===== src/rtl/clk_div_pkg.sv =====
// Shared types and constants for the programmable clock divider.
package clk_div_pkg;

    // Divider run state.
    typedef enum logic [1:0] {
        IDLE  = 2'd0,
        RUN   = 2'd1,
        DRAIN = 2'd2
    } state_t;

    // Smallest legal period in clk cycles; smaller requests are clamped to it.
    localparam int MIN_DIV = 2;

endpackage


===== src/rtl/clk_div_phase.sv =====
// Phase decode: maps phase counter k and period P to the divided clock level
// and the four phase strobes. Purely combinational; the top registers it.
module clk_div_phase
    import clk_div_pkg::*;
#(
    parameter int DIV_W = 10
) (
    input  logic             active,
    input  logic [DIV_W-1:0] k,
    input  logic [DIV_W-1:0] p,
    output logic             clk_out,
    output logic             rise_stb,
    output logic             fall_stb,
    output logic             mid_high_stb,
    output logic             mid_low_stb
);

    logic [DIV_W-1:0] h_len;
    logic [DIV_W-1:0] l_len;

    // Split the period into high (the larger half) and low phases, then decode.
    always_comb begin
        l_len        = p >> 1;
        h_len        = p - l_len;
        clk_out      = active && (k < h_len);
        rise_stb     = active && (k == '0);
        fall_stb     = active && (k == h_len);
        mid_high_stb = active && (k == (h_len >> 1));
        mid_low_stb  = active && (k == (h_len + (l_len >> 1)));
    end

endmodule


===== src/rtl/clk_div_prog.sv =====
// Programmable clock divider with glitch-free ratio changes at period
// boundaries, graceful stop (current period drains) and phase strobes.
module clk_div_prog
    import clk_div_pkg::*;
#(
    parameter int DIV_W       = 10,
    parameter int DIV_DEFAULT = 30
) (
    input  logic             clk,
    input  logic             rst_n,
    input  logic             en,
    input  logic [DIV_W-1:0] div_val,
    input  logic             div_load,
    output logic             load_ack,
    output logic             clk_out,
    output logic             rise_stb,
    output logic             fall_stb,
    output logic             mid_high_stb,
    output logic             mid_low_stb,
    output logic             busy,
    output logic             div_err
);

    localparam logic [DIV_W-1:0] P_RESET = DIV_W'(DIV_DEFAULT);
    localparam logic [DIV_W-1:0] P_MIN   = DIV_W'(MIN_DIV);
    localparam logic [DIV_W-1:0] K_ONE   = DIV_W'(1);

    state_t           state_q, state_d;
    logic [DIV_W-1:0] k_q, k_d;
    logic [DIV_W-1:0] p_act_q, p_act_d;
    logic [DIV_W-1:0] p_pend_q, p_pend_d;
    logic             pend_vld_q, pend_vld_d;
    logic             div_err_d;
    logic [DIV_W-1:0] div_clamped;
    logic             wrap;
    logic             apply;

    logic             clk_out_d;
    logic             rise_d;
    logic             fall_d;
    logic             mid_high_d;
    logic             mid_low_d;
    logic             busy_d;

    // Last cycle of the period currently in progress.
    assign wrap = (k_q == p_act_q - K_ONE);

    // State register: FSM state, phase counter, active and pending ratio.
    always_ff @(posedge clk or negedge rst_n) begin
        if (!rst_n) begin
            state_q    <= IDLE;
            k_q        <= '0;
            p_act_q    <= P_RESET;
            p_pend_q   <= P_RESET;
            pend_vld_q <= 1'b0;
        end else begin
            // NOTE: non-blocking assignments so every flop samples pre-edge values.
            state_q    <= state_d;
            k_q        <= k_d;
            p_act_q    <= p_act_d;
            p_pend_q   <= p_pend_d;
            pend_vld_q <= pend_vld_d;
        end
    end

    // Next-state: FSM transitions and phase counter advance.
    always_comb begin
        // NOTE: defaults first so every path assigns every output (no latches).
        state_d = state_q;
        k_d     = k_q;
        case (state_q)
            IDLE: begin
                k_d = '0;
                if (en) state_d = RUN;
            end
            RUN, DRAIN: begin
                k_d = wrap ? '0 : k_q + K_ONE;
                if (!en && wrap) begin
                    state_d = IDLE;
                    k_d     = '0;
                end else if (en) begin
                    state_d = RUN;
                end else begin
                    state_d = DRAIN;
                end
            end
            default: begin
                state_d = IDLE;
                k_d     = '0;
            end
        endcase
    end

    // Ratio load: clamp and hold the request, promote it at a period boundary
    // (or straight away when idle), and latch any illegal request as an error.
    always_comb begin
        div_clamped = (div_val < P_MIN) ? P_MIN : div_val;
        apply       = pend_vld_q && ((state_q == IDLE) || wrap);
        p_act_d     = apply ? p_pend_q : p_act_q;
        p_pend_d    = div_load ? div_clamped : p_pend_q;
        pend_vld_d  = div_load | (pend_vld_q & ~apply);
        div_err_d   = div_err | (div_load & (div_val < P_MIN));
        busy_d      = (state_d != IDLE);
    end

    // Output decode is done on next-cycle values so the outputs can be registered.
    clk_div_phase #(
        .DIV_W (DIV_W)
    ) u_phase (
        .active       (state_d != IDLE),
        .k            (k_d),
        .p            (p_act_d),
        .clk_out      (clk_out_d),
        .rise_stb     (rise_d),
        .fall_stb     (fall_d),
        .mid_high_stb (mid_high_d),
        .mid_low_stb  (mid_low_d)
    );

    // Output register: every output comes straight from a flop.
    always_ff @(posedge clk or negedge rst_n) begin
        if (!rst_n) begin
            load_ack     <= 1'b0;
            clk_out      <= 1'b0;
            rise_stb     <= 1'b0;
            fall_stb     <= 1'b0;
            mid_high_stb <= 1'b0;
            mid_low_stb  <= 1'b0;
            busy         <= 1'b0;
            div_err      <= 1'b0;
        end else begin
            load_ack     <= apply;
            clk_out      <= clk_out_d;
            rise_stb     <= rise_d;
            fall_stb     <= fall_d;
            mid_high_stb <= mid_high_d;
            mid_low_stb  <= mid_low_d;
            busy         <= busy_d;
            div_err      <= div_err_d;
        end
    end

endmodule


===== config.mk =====
export PLATFORM = sky130hd
export DESIGN_NAME = clk_div_prog
export DESIGN_NICKNAME = d
export VERILOG_FILES = /design/src/rtl/clk_div_pkg.sv /design/src/rtl/clk_div_phase.sv /design/src/rtl/clk_div_prog.sv
export SDC_FILE = /design/constraint.sdc
export NUM_CORES = 1
export LEC_CHECK = 0
export ABC_AREA = 1
export CORE_ASPECT_RATIO = 2
export CORE_UTILIZATION = 50
export CTS_CLUSTER_DIAMETER = 80
export DETAILED_ROUTE_END_ITERATION = 16
export GPL_TIMING_DRIVEN = 0
export PLACE_DENSITY_LB_ADDON = 0.15
export SLEW_MARGIN = 20
export SYNTH_ARGS = -nofsm -noshare
export SYNTH_HDL_FRONTEND = slang
export SYNTH_SLANG_ARGS = --single-unit

===== constraint.sdc =====
create_clock -name clk -period 11.6 [get_ports clk]
set_input_delay 2.32 -clock clk [delete_from_list [all_inputs] [get_ports clk]]
set_output_delay 2.32 -clock clk [all_outputs]
set_load 0.005 [all_outputs]

==> results of run 1 <==
-- path summary, 6_finish.rpt --
path | from | end | slack (ns) | depth (start not counted)
max reg2reg | p_act_q[1] | mid_low_stb | 5.69 | 36
min in group asynchronous | rst_n | p_pend_q[6] | 1.88 | 1
min | div_err | div_err | 0.46 | 1
max in group asynchronous | rst_n | p_pend_q[4] | 9.22 | 2
max | p_act_q[1] | mid_low_stb | 5.69 | 36
min reg2reg | div_err | div_err | 0.46 | 1
-- cell type report --
| cell class | count | area (µm²) | share of cell area |
|---|---|---|---|
| multi-input cells | 353 | 2090 | 0.515 |
| flip-flops and latches | 41 | 1040 | 0.256 |
| inverters | 102 | 383 | 0.0945 |
| repair buffers | 21 | 215 | 0.0531 |
| clock buffers | 6 | 129 | 0.0318 |
| well taps | 90 | 113 | 0.0278 |
| plain buffers | 8 | 51.3 | 0.0127 |
| clock inverters | 2 | 38.8 | 0.00957 |
-- worst max-delay path, delay by kind of cell (launching register included) --
family	cells	cell delay (ns)
AND/OR/NAND/NOR	20	1.95
adder cells (fa/ha/maj)	4	1.32
XOR/XNOR	3	0.78
buffers and inverters	7	0.72
flip-flops	1	0.56
AO/OA/AOI/OAI	2	0.46
-- kinds of logic (layout without fill, tap and decap cells) --
kind of cell             Yosys count  in the layout  share of synthesized area
adder cells (fa/ha/maj)           34             34                      0.124
AO/OA/AOI/OAI                     65             65                     0.0999
flip-flops                        41             41                      0.291
AND/OR/NAND/NOR                  227            227                      0.288
XOR/XNOR                          27             27                     0.0746
buffers and inverters            110            139                      0.122
-- registers in the layout, indices dropped and copies added (netlist names) --
register / flops
load_ack: 1
rise_stb: 1
div_err: 1
k_q: 10
fall_stb: 1
mid_low_stb: 1
mid_high_stb: 1
clk_out: 1
busy: 1
state_q: 2
p_act_q: 10
pend_vld_q: 1
p_pend_q: 10
-- metal layers --
metal / vias up / track usage / wire (µm)
li1: 1652 / - / -
met1: 1483 / 0.276 / 3270
met2: 52 / 0.482 / 4840
met3: 31 / 0.0362 / 156
met4: 0 / 0.182 / 580
met5: - / 0 / 0
-- cells in the final DEF (no fill, tap or decap), types with 2 or more instances in the layout --
master | Yosys | routed
nand2_1 | 125 | 125
inv_1 | 100 | 100
dfrtp_1 | 33 | 33
ha_1 | 32 | 32
nor2_1 | 30 | 30
nand3_1 | 29 | 29
a21oi_1 | 22 | 22
o21ai_0 | 20 | 20
xor2_1 | 20 | 20
clkdlybuf4s50_1 | 0 | 19
nand4_1 | 15 | 15
o21ai_1 | 10 | 10
dfstp_2 | 8 | 8
nor2_2 | 7 | 7
nor3_1 | 7 | 7
nand2_2 | 5 | 5
clkbuf_16 | 0 | 5
xnor2_1 | 4 | 4
nand3_4 | 3 | 3
buf_2 | 2 | 3
or2_2 | 3 | 3
clkbuf_1 | 2 | 3
o211ai_1 | 3 | 3
o22ai_1 | 3 | 3
inv_2 | 2 | 2
buf_6 | 2 | 2
a21o_1 | 2 | 2
fa_1 | 2 | 2
-- stage by stage --
stage               std cells  utilization  setup slack, ns  hold slack (ns)
floorplan                 504            -             6.66            0.442
global placement          614        0.562             5.76            0.443
detailed placement        615        0.564             5.69            0.448
CTS                       623        0.588             5.67            0.465
global route              623        0.588             5.10            0.467
finish                    623        0.588             5.69            0.457
==> results.toml, run 1 <==
[timing]
slew_headroom = 0.580
clock_skew_ns = 0.00421
rsz0062_at_grt = "false"
hold_viol = 0
drv_slew = 0
fmax_mhz = 169
finalSetupTns_ns = 0
fin_crit_sh = 0.509
fin_crit_ns = 5.91
tightest_slew_ns = 0.626
setup_violations = 0

[clocking]
clk_path_buf_depth = 2
clock_latency_ns = 0.29
ctsHoldBuffers = 0
cts_resized = 0
cts_tree = "built"
cts_root_buf = "clkbuf_16"
postCtsSetupBuffers = 0
cts_sinks = 41
cts_inserted_buffers = 5
cts_htree_levels = 2
clkTransAtPathRegs_ns = 0.06

[final_layout]
fin_nets = 580
nFillCells = 687
drive_above_1_share = 0.0863
stdcell_area_mm2 = 0.00405
area_growth_pct = 13.9
diodes = 0

[critical_path]
cp_slowest_cell = "dfstp_2"
cp_max_fo = 10
crit_type = "reg2reg"
cp-start-kind = "register"
cp-end-kind = "register"
arrival_ns = 6.13
critPathRequiredTime_ns = 11.82
slowest_delay_ns = 0.56
cpMostUsedCell = "nand2_1"

[logic_synthesis]
async_reset_ff_frac = 1.00
syn_inst = 504
yosys_register_bits = 41
avgSynthCellArea_um2 = 7.06
yosys.cell_count.top_type = "nand2_1"
synth_area_mm2 = 0.00356
ys_warn_count = 0
synth_area_leaders = "dfrtp_1 23%, nand2_1 13%, ha_1 11%, inv_1 11%, dfstp_2 5.9%"
yosys.area.top_type_share = 0.232
synth_fp_nets = 552
yosys-top-cells-count = "125 x nand2_1, 100 x inv_1, 33 x dfrtp_1"
synth_cell_types = 39
synth_top_flop_cell = "dfrtp_1"
yosysTopAreaCell = "dfrtp_1"
synth-edff-count = 0
ys_seq_area_frac = 0.291

[placed_design]
dpl.hpwl_mm = 7.52
io_buffers = 20
gp_congestion = 0.914
post_dp_cell_area_mm2 = 0.00388

[route]
drc = 0
vias = 3218
drt-initial-drc-count = 121
drt-pass1-iter-count = 4
avgViaCountPerCell = 5.17
wl_per_cell_um = 14.2
wl_mm = 8.84
ant_nets = 0

[job]
cap_violations = 0

[global_route]
antenna_found_initial = 0
first_global_vias = 3278
track_usage = 0.272
grt.overflow.total = 0
grt_max_degree = 34
grt_pass1_wl_mm = 14.8

[die]
initial_utilization = 0.517
core_area_mm2 = 0.00689
die_area_mm2 = 0.00748
die_x_um = 61.6
rows = 43
die_h_um = 121
io_pins = 22

[status]
outcome = "finished, final reports clean"

[min_path]
hp-class = "reg2reg"
Power of run 1 is left out: the tool's default activity adds up to more than one toggle a clock period on the data nets, which glitch-free logic cannot reach.
==> inputs of run 2 (changes only) <==
==> constraint.sdc (replaced) <==
create_clock -name clk -period 4.8 [get_ports clk]
set_input_delay 0.96 -clock clk [delete_from_list [all_inputs] [get_ports clk]]
set_output_delay 0.96 -clock clk [all_outputs]
set_load 0.005 [all_outputs]
==> run 2 against run 1 <==
Effect of this change: core utilization is 7.9 points higher; register-to-register slack worse by 5.7 ns; the run now ends with setup timing left; non-clock buffer count is 26 higher; fmax is 22% higher; worst setup slack worse by 5.7 ns; highest routed layer unchanged; wire length is 13% higher; cell area is 13% higher; sequential cell count stayed put; count of clock-buffer cells in the layout is 1 lower; critical path depth stayed put; clock skew is 0.0025 ns higher.
==> results.toml, run 2 (synthesis gave the netlist of run 1 again) <==
[status]
outcome = "finished, violations left"
violations = "setup timing"

[critical_path]
cp-end-kind = "register"
setup.worst_path.start = "p_act_q[1]"
cpMostUsedCell = "nand2_1"
arrival_ns = 5.05
r2r_end = "mid_low_stb"
crit_type = "reg2reg"
ff2ff_setup_slack_ns = -0.02
slowest_delay_ns = 0.55
critPathRequiredTime_ns = 5.02
reg2reg_depth = 36
cp_max_fo = 10
r2r_start = "p_act_q[1]"
cp-start-kind = "register"
cp_slowest_cell = "dfstp_2"
crit_end = "mid_low_stb"

[clocking]
cts_inserted_buffers = 5
cts_root_buf = "clkbuf_16"
clkTransAtPathRegs_ns = 0.06
clk_path_buf_depth = 2
cts_tree = "built"
cts_sinks = 41
cts_htree_levels = 2
clock_latency_ns = 0.29

[global_route]
grt_pass1_wl_mm = 16.5
track_usage = 0.307
first_global_vias = 3556
grt.overflow.total = 0
grt_max_degree = 22
antenna_found_initial = 0

[timing]
drv_slew = 0
fmax_mhz = 207
hold_viol = 0
rsz0062_at_grt = "true"
fin_crit_sh = 1.01
tightest_slew_ns = 0.594
setup_violations = 1
clock_skew_ns = 0.00675
fin_crit_ns = 4.82
slew_headroom = 0.604
fin_ws_ns = -0.0247

[min_path]
hp-class = "reg2reg"

[die]
die_x_um = 61.6
rows = 43
initial_utilization = 0.517
io_pins = 22
die_area_mm2 = 0.00748
core_area_mm2 = 0.00689
die_h_um = 121

[route]
top_layer_used = "met4"
drc = 0
vias = 3421
drt-met1-wl_mm = 3.45
wl_mm = 9.95
routed-wl-met3_um = 257
avgViaCountPerCell = 5.27
drt-pass1-iter-count = 4
ant_nets = 0
wl_per_cell_um = 15.3
drt-initial-drc-count = 132
wl_met2_mm = 5.30

[job]
cap_violations = 0

[final_layout]
fin_cells = 649
area_growth_pct = 29.3
mostFrequentLayoutCells = "117 x nand2_1, 93 x inv_1, 33 x dfrtp_1"
top_regs = "k_q x10, p_act_q x10, p_pend_q x10"
diodes = 0
fin_nets = 606
drive_above_1_share = 0.231
nFillCells = 629
mostFrequentLayoutCell = "nand2_1"

[placed_design]
dpl.hpwl_mm = 7.67
io_buffers = 20
dp.cells = 615
gp_congestion = 0.932
run 2: cell count changes in the layout (fill, tap and decap cells not counted), sizes merged:
cell and delta:
buf +26, bufinv -1, clkbuf -1, clkinvlp +1, inv +1
run 2: per-stage QoR:
step / util / hold WS, ns / TNS (ns) / setup WS (ns) / area (µm²)
2_1_floorplan: - / 0.442 / 0 / 0.0184 / 3590
3_3_place_gp: 0.566 / 0.443 / -0.789 / -0.789 / 3900
3_5_place_dp: 0.570 / 0.461 / -1.11 / -0.887 / 3920
4_1_cts: 0.654 / 0.474 / -0.0335 / -0.0335 / 4500
5_1_grt: 0.668 / 0.503 / -0.343 / -0.340 / 4600
6_report: 0.668 / 0.471 / -0.0247 / -0.0247 / 4600
run 2: timing repair:
| item | in CTS | in global routing |
|---|---|---|
| gates resized for setup | 56 | 17 |
| endpoints found under the setup margin | 3 | 3 |
| hold buffers | 0 | 0 |
| setup buffers | 22 | 4 |
| pin swaps | 25 | 23 |
run 2: worst min-delay path by stage:
stage | cells past startpoint | endpoint | from
after CTS | 1 | div_err | div_err
final | 1 | div_err | div_err
after global routing | 1 | div_err | div_err
after global placement | 1 | div_err | div_err
after floorplan | 2 | p_pend_q[8] | p_pend_q[8]
after detailed placement | 1 | div_err | div_err
run 2: worst max-delay path: cells and delay by family, from the launching register on:
kind	cells	cell delay, ns
xor+xnor	3	0.57
simple gates	20	1.70
buf+inv	5	0.51
compound gates	5	0.62
fa+ha+maj	3	0.83
flops	1	0.55
run 2: metal layers:
metal / vias to the layer above / track usage
li1: 1694 / -
met1: 1580 / 0.307
met2: 97 / 0.534
met3: 50 / 0.0341
met4: 0 / 0.244
met5: - / 0
run 2: final cells by class:
type	count	area, µm²	share of cell area
buffer	8	65.1	0.0141
clock buffer	5	125	0.0272
clock inverter	3	21.3	0.00463
inverter	102	385	0.0838
multi-input combinational	353	2430	0.529
sequential	41	1040	0.225
tap	90	113	0.0245
timing repair buffer	47	422	0.0917
Power of run 2 is left out for the same reason.
==> RTL change 1: new RTL, settings of run 1 <==
The 3 states of `state_t` get a one-hot encoding in 3 bits.
--- a/src/rtl/clk_div_pkg.sv
+++ b/src/rtl/clk_div_pkg.sv
@@ -4,6 +4,6 @@
     // Divider run state.
-    typedef enum logic [1:0] {
-        IDLE  = 2'd0,
-        RUN   = 2'd1,
-        DRAIN = 2'd2
+    typedef enum logic [2:0] {
+        IDLE  = 3'b001,
+        RUN   = 3'b010,
+        DRAIN = 3'b100
     } state_t;
Formal check against the unedited RTL: no difference found for any inputs over 10 cycles, from zero or initial values and one cycle with rst_n low; not proved beyond that.
==> RTL change 1 against run 1 <==
  * Design area fell by 2.7%
  * Worst hold slack improved by 0.0082 ns
  * Synthesized cell count fell by 2.8%
  * Clock skew rose by 0.0018 ns
  * Area after synthesis fell by 2.6%
  * Utilization rose by 0.21 points
  * Setup slack improved by 0.11 ns
  * Routed wire length rose by 4.3%
  * Fmax rose by 1.8%
  * Sequential cell count rose by 1
  * Critical path type unchanged
  * Critical endpoint unchanged
  * Largest cell class unchanged
Power is not shown: default switching activity piles up to over one toggle a cycle in this logic, so the estimate is an artifact.
==> RTL change 1: results <==
drt:
  wl_met1_um: 3275
  dr.pass1.iters: 4
  wl_met2_um: 5350
  vias: 3144
  vias_per_cell: 5.171
  wl_met3_um: 174
  first_iter_violations: 99
  routed_wl_um: 9219
grt:
  gr-usage-met2_pct: 55.43
  grtUsageTotal_pct: 28.84
  grt_pass1_wl_um: 14970
  grtUsageMet1_pct: 27.98
  grt_max_degree: 33
  grt_pass1_vias: 3204
  use_met3_pct: 2.586
final_layout:
  multiInputGateArea_um2: 2016
  buffers: 28
  seqAreaFraction_pct: 26.95
  drive_above_1_share_pct: 9.423
  nets: 565
  n_all_inverters: 92
  nFlopsAndLatches: 42
  buffer_area_share_pct: 6.730
  final-clk-cell-share_pct: 3.619
  comb.multi_input.count: 350
  nClkBuffers: 6
  fillCellCount: 697
place:
  hpwl_um: 7885
  dp_worst_setup_slack_ns: 5.834
  port_buffers: 21
  gp_congestion: 0.9724
  place_inst: 600
  place_area_um2: 3799
synth:
  synth-xor-area-share_pct: 7.478
  syn_nets: 536
  synthMuxAreaShare_pct: 0.3251
  avgSynthCellArea_um2: 7.068
  yosysSeqAreaShare_pct: 30.67
  yosys-top-cells-count: "nand2_1, inv_1, nor2_1"
  async_flop_share_pct: 100.0
  ys_top_cells_by_area: "dfrtp_1, nand2_1, ha_1, inv_1, dfstp_2"
  synth_compound_area_share_pct: 9.249
  synth_fa_ha_area_share_pct: 11.99
  netlist_instances: 490
  yosysUniqueCellTypes: 36
worst_hold_path:
  hold_class: "flip-flop to flip-flop"
sta:
  fin_skew_ns: 0.005998
  worst_pin_slew_ns: 0.6224
  hold_violations: 0
setup_path:
  r2r_slack_ns: 5.80
  arrival_ns: 6.02
  slowest_stage: "dfstp_2"
run_status:
  status: "completed"
## RTL change 1: cell types whose count changed in the layout (fill, tap and decap cells not counted), sizes merged, moves of 2 or more
cell,change
nand3,+2
o2111ai,+2
ha,-2
buf,-2
o21ai,-2
o211ai,-2
a21oi,-4
nand2,-4
inv,-13
nand4,-7
clkinv,+4
nor2,+13
## RTL change 1: through the flow
step	utilization, %	hold slack [ns]
2_1_floorplan	-	0.4510
3_3_place_gp	56.69	0.4419
3_5_place_dp	56.92	0.4477
4_1_cts	59.06	0.4645
5_1_grt	59.06	0.4707
6_report	59.06	0.4655
## RTL change 1: path summary, 6_finish.rpt
kind | start | to | cells after the start
min in group asynchronous | rst_n | clk_out | 1
max | p_act_q[1] | mid_low_stb | 36
max in group asynchronous | rst_n | state_q[0] | 2
min reg2reg | div_err | div_err | 1
min | div_err | div_err | 1
max reg2reg | p_act_q[1] | mid_low_stb | 36
==> RTL change 2: new RTL, settings of run 1 <==
Without the edit above. `DIV_W` is set to 10 in 2 places; all go to 20.
--- a/src/rtl/clk_div_phase.sv
+++ b/src/rtl/clk_div_phase.sv
@@ -5,3 +5,3 @@
 #(
-    parameter int DIV_W = 10
+    parameter int DIV_W = 20
 ) (
--- a/src/rtl/clk_div_prog.sv
+++ b/src/rtl/clk_div_prog.sv
@@ -5,3 +5,3 @@
 #(
-    parameter int DIV_W       = 10,
+    parameter int DIV_W       = 20,
     parameter int DIV_DEFAULT = 30
Ports: changed (resized div_val); port bits go from 22 to 32. The function was not compared with the original's and may differ.
==> RTL change 2 against run 1 <==
  * Fmax fell by 21%
  * Routed wire length rose to 2.6 times the old value
  * Setup slack got worse by 1.6 ns
  * Design area rose by 96%
  * Sequential cell count rose by 30
  * Area after synthesis rose by 100%
  * Critical path type unchanged
  * Critical endpoint unchanged
Power is left out: the tool's default activity adds up to more than one toggle a clock period on the data nets, which glitch-free logic cannot reach.
==> RTL change 2: results <==
synth:
  yosysWarningCount: 0
  yosysUniqueCellTypes: 42
  yosys-top-cells-count: "nand2_1, inv_1, nor2_1"
  yosysSeqAreaShare_pct: 25.11
  async_flop_share_pct: 100.0
  ys_top_cells_by_area: "dfrtp_1, nand2_1, ha_1, inv_1, xor2_1"
setup_path:
  crit_fanout: 10
  r2r_cells: 37
  r2r_start: "p_act_q[5]"
  arrival_ns: 7.77
  cpPeakStageDelay_ns: 0.68
  r2r_slack_ns: 4.11
  crit_type: "flip-flop to flip-flop"
  reg2reg_to: "mid_low_stb"
  slowest_stage: "o21ai_0"
place:
  gp_congestion: 1.010
  hpwl_um: 20030
  port_buffers: 30
grt:
  antenna_found_initial: 0
  grt_max_degree: 37
  grt_pass1_wl_um: 36420
  grtUsageTotal_pct: 34.24
  grt_pass1_vias: 7222
drt:
  first_iter_violations: 336
  vias_per_cell: 5.312
  dr.pass1.iters: 5
  routed_wl_um: 23310
final_layout:
  fillCellCount: 1460
  diodes: 0
  reg.largest.list: "k_q: 20 flops, p_act_q: 20 flops, p_pend_q: 20 flops"
  nets: 1215
  drive_above_1_share_pct: 5.296
clock_tree:
  cts_inserted_buffers: 9
  h-tree-depth: 3
  post_cts_buffers: 0
  ctsResizeCount: 0
  ctsLongestPathBuffers: 2
  insertion_delay_ns: 0.35
  cts-root-buf: "clkbuf_16"
sta:
  fin_skew_ns: 0.006582
  maxSlewHeadroom_pct: 36.69
worst_hold_path:
  hold_start: "div_err"
run_status:
  status: "completed"
==> RTL change 2: cell types whose count changed in the layout (fill, tap and decap cells not counted), sizes merged, moves of 15 or more <==
cell,run 1,this run
nand4,15,31
nor2,37,101
xnor2,5,21
a21oi,22,43
o21ai,30,68
clkbuf,8,23
nand3,33,63
inv,102,197
nand2,130,300
dfrtp,33,63
xor2,21,45
ha,32,61
==> RTL change 2: metrics by stage <==
stage	setup slack [ns]	hold WS [ns]	utilization (%)	area, um^2	cells
global route	3.487	0.4866	57.18	7943	1322
detailed placement	4.119	0.4526	55.22	7670	1306
floorplan	6.148	0.4367	-	7116	1086
finish	4.110	0.4573	57.18	7943	1322
global placement	4.090	0.4496	55.09	7652	1305
CTS	4.082	0.4644	57.18	7943	1322
==> RTL change 2: final cells by class <==
| class | count | area [um^2] | share of cell area [%] |
|---|---|---|---|
| well taps | 189 | 236.5 | 2.977 |
| clock buffers | 15 | 267.8 | 3.371 |
| plain buffers | 14 | 68.82 | 0.8664 |
| repair buffers | 31 | 317.8 | 4.001 |
| clock inverters | 1 | 5.005 | 0.06301 |
| inverters | 197 | 739.5 | 9.310 |
| flip-flops and latches | 71 | 1787 | 22.50 |
| multi-input cells | 804 | 4521 | 56.92 |
==> RTL change 2: worst min path at each step <==
| stage | endpoint | cells past startpoint |
|---|---|---|
| 4_1_cts | div_err | 1 |
| 2_1_floorplan | p_pend_q[17] | 2 |
| 5_1_grt | div_err | 1 |
| 3_3_place_gp | div_err | 1 |
| 6_report | div_err | 1 |
| 3_5_place_dp | div_err | 1 |
==> RTL change 2: critical path, delay by kind of cell, from the launching register on <==
kind / cells / cell delay (ns)
DFF: 1 / 0.46
AOI/OAI and AO/OA: 6 / 2.12
and+or+nand+nor: 24 / 3.20
adders and majority gates: 2 / 0.72
buffers and inverters: 4 / 0.59
xor gates and xnor gates: 1 / 0.34
==> RTL change 2: routing by layer <==
metal / track usage, % / share of wire, %
met1: 30.11 / 32
met2: 65.91 / 56
met3: 4.100 / 2.7
met4: 29.64 / 9.3
met5: 0 / 0
==> RTL change 2: cells by family (layout without fill, tap and decap cells) <==
kind of cell | count (synthesis) | in the layout | share of synthesized area [%]
compound gates | 138 | 138 | 10.67
xor+xnor | 66 | 66 | 8.124
fa+ha+maj | 63 | 63 | 11.29
buf+inv | 211 | 258 | 11.36
flops | 71 | 71 | 25.11
simple gates | 537 | 537 | 33.44
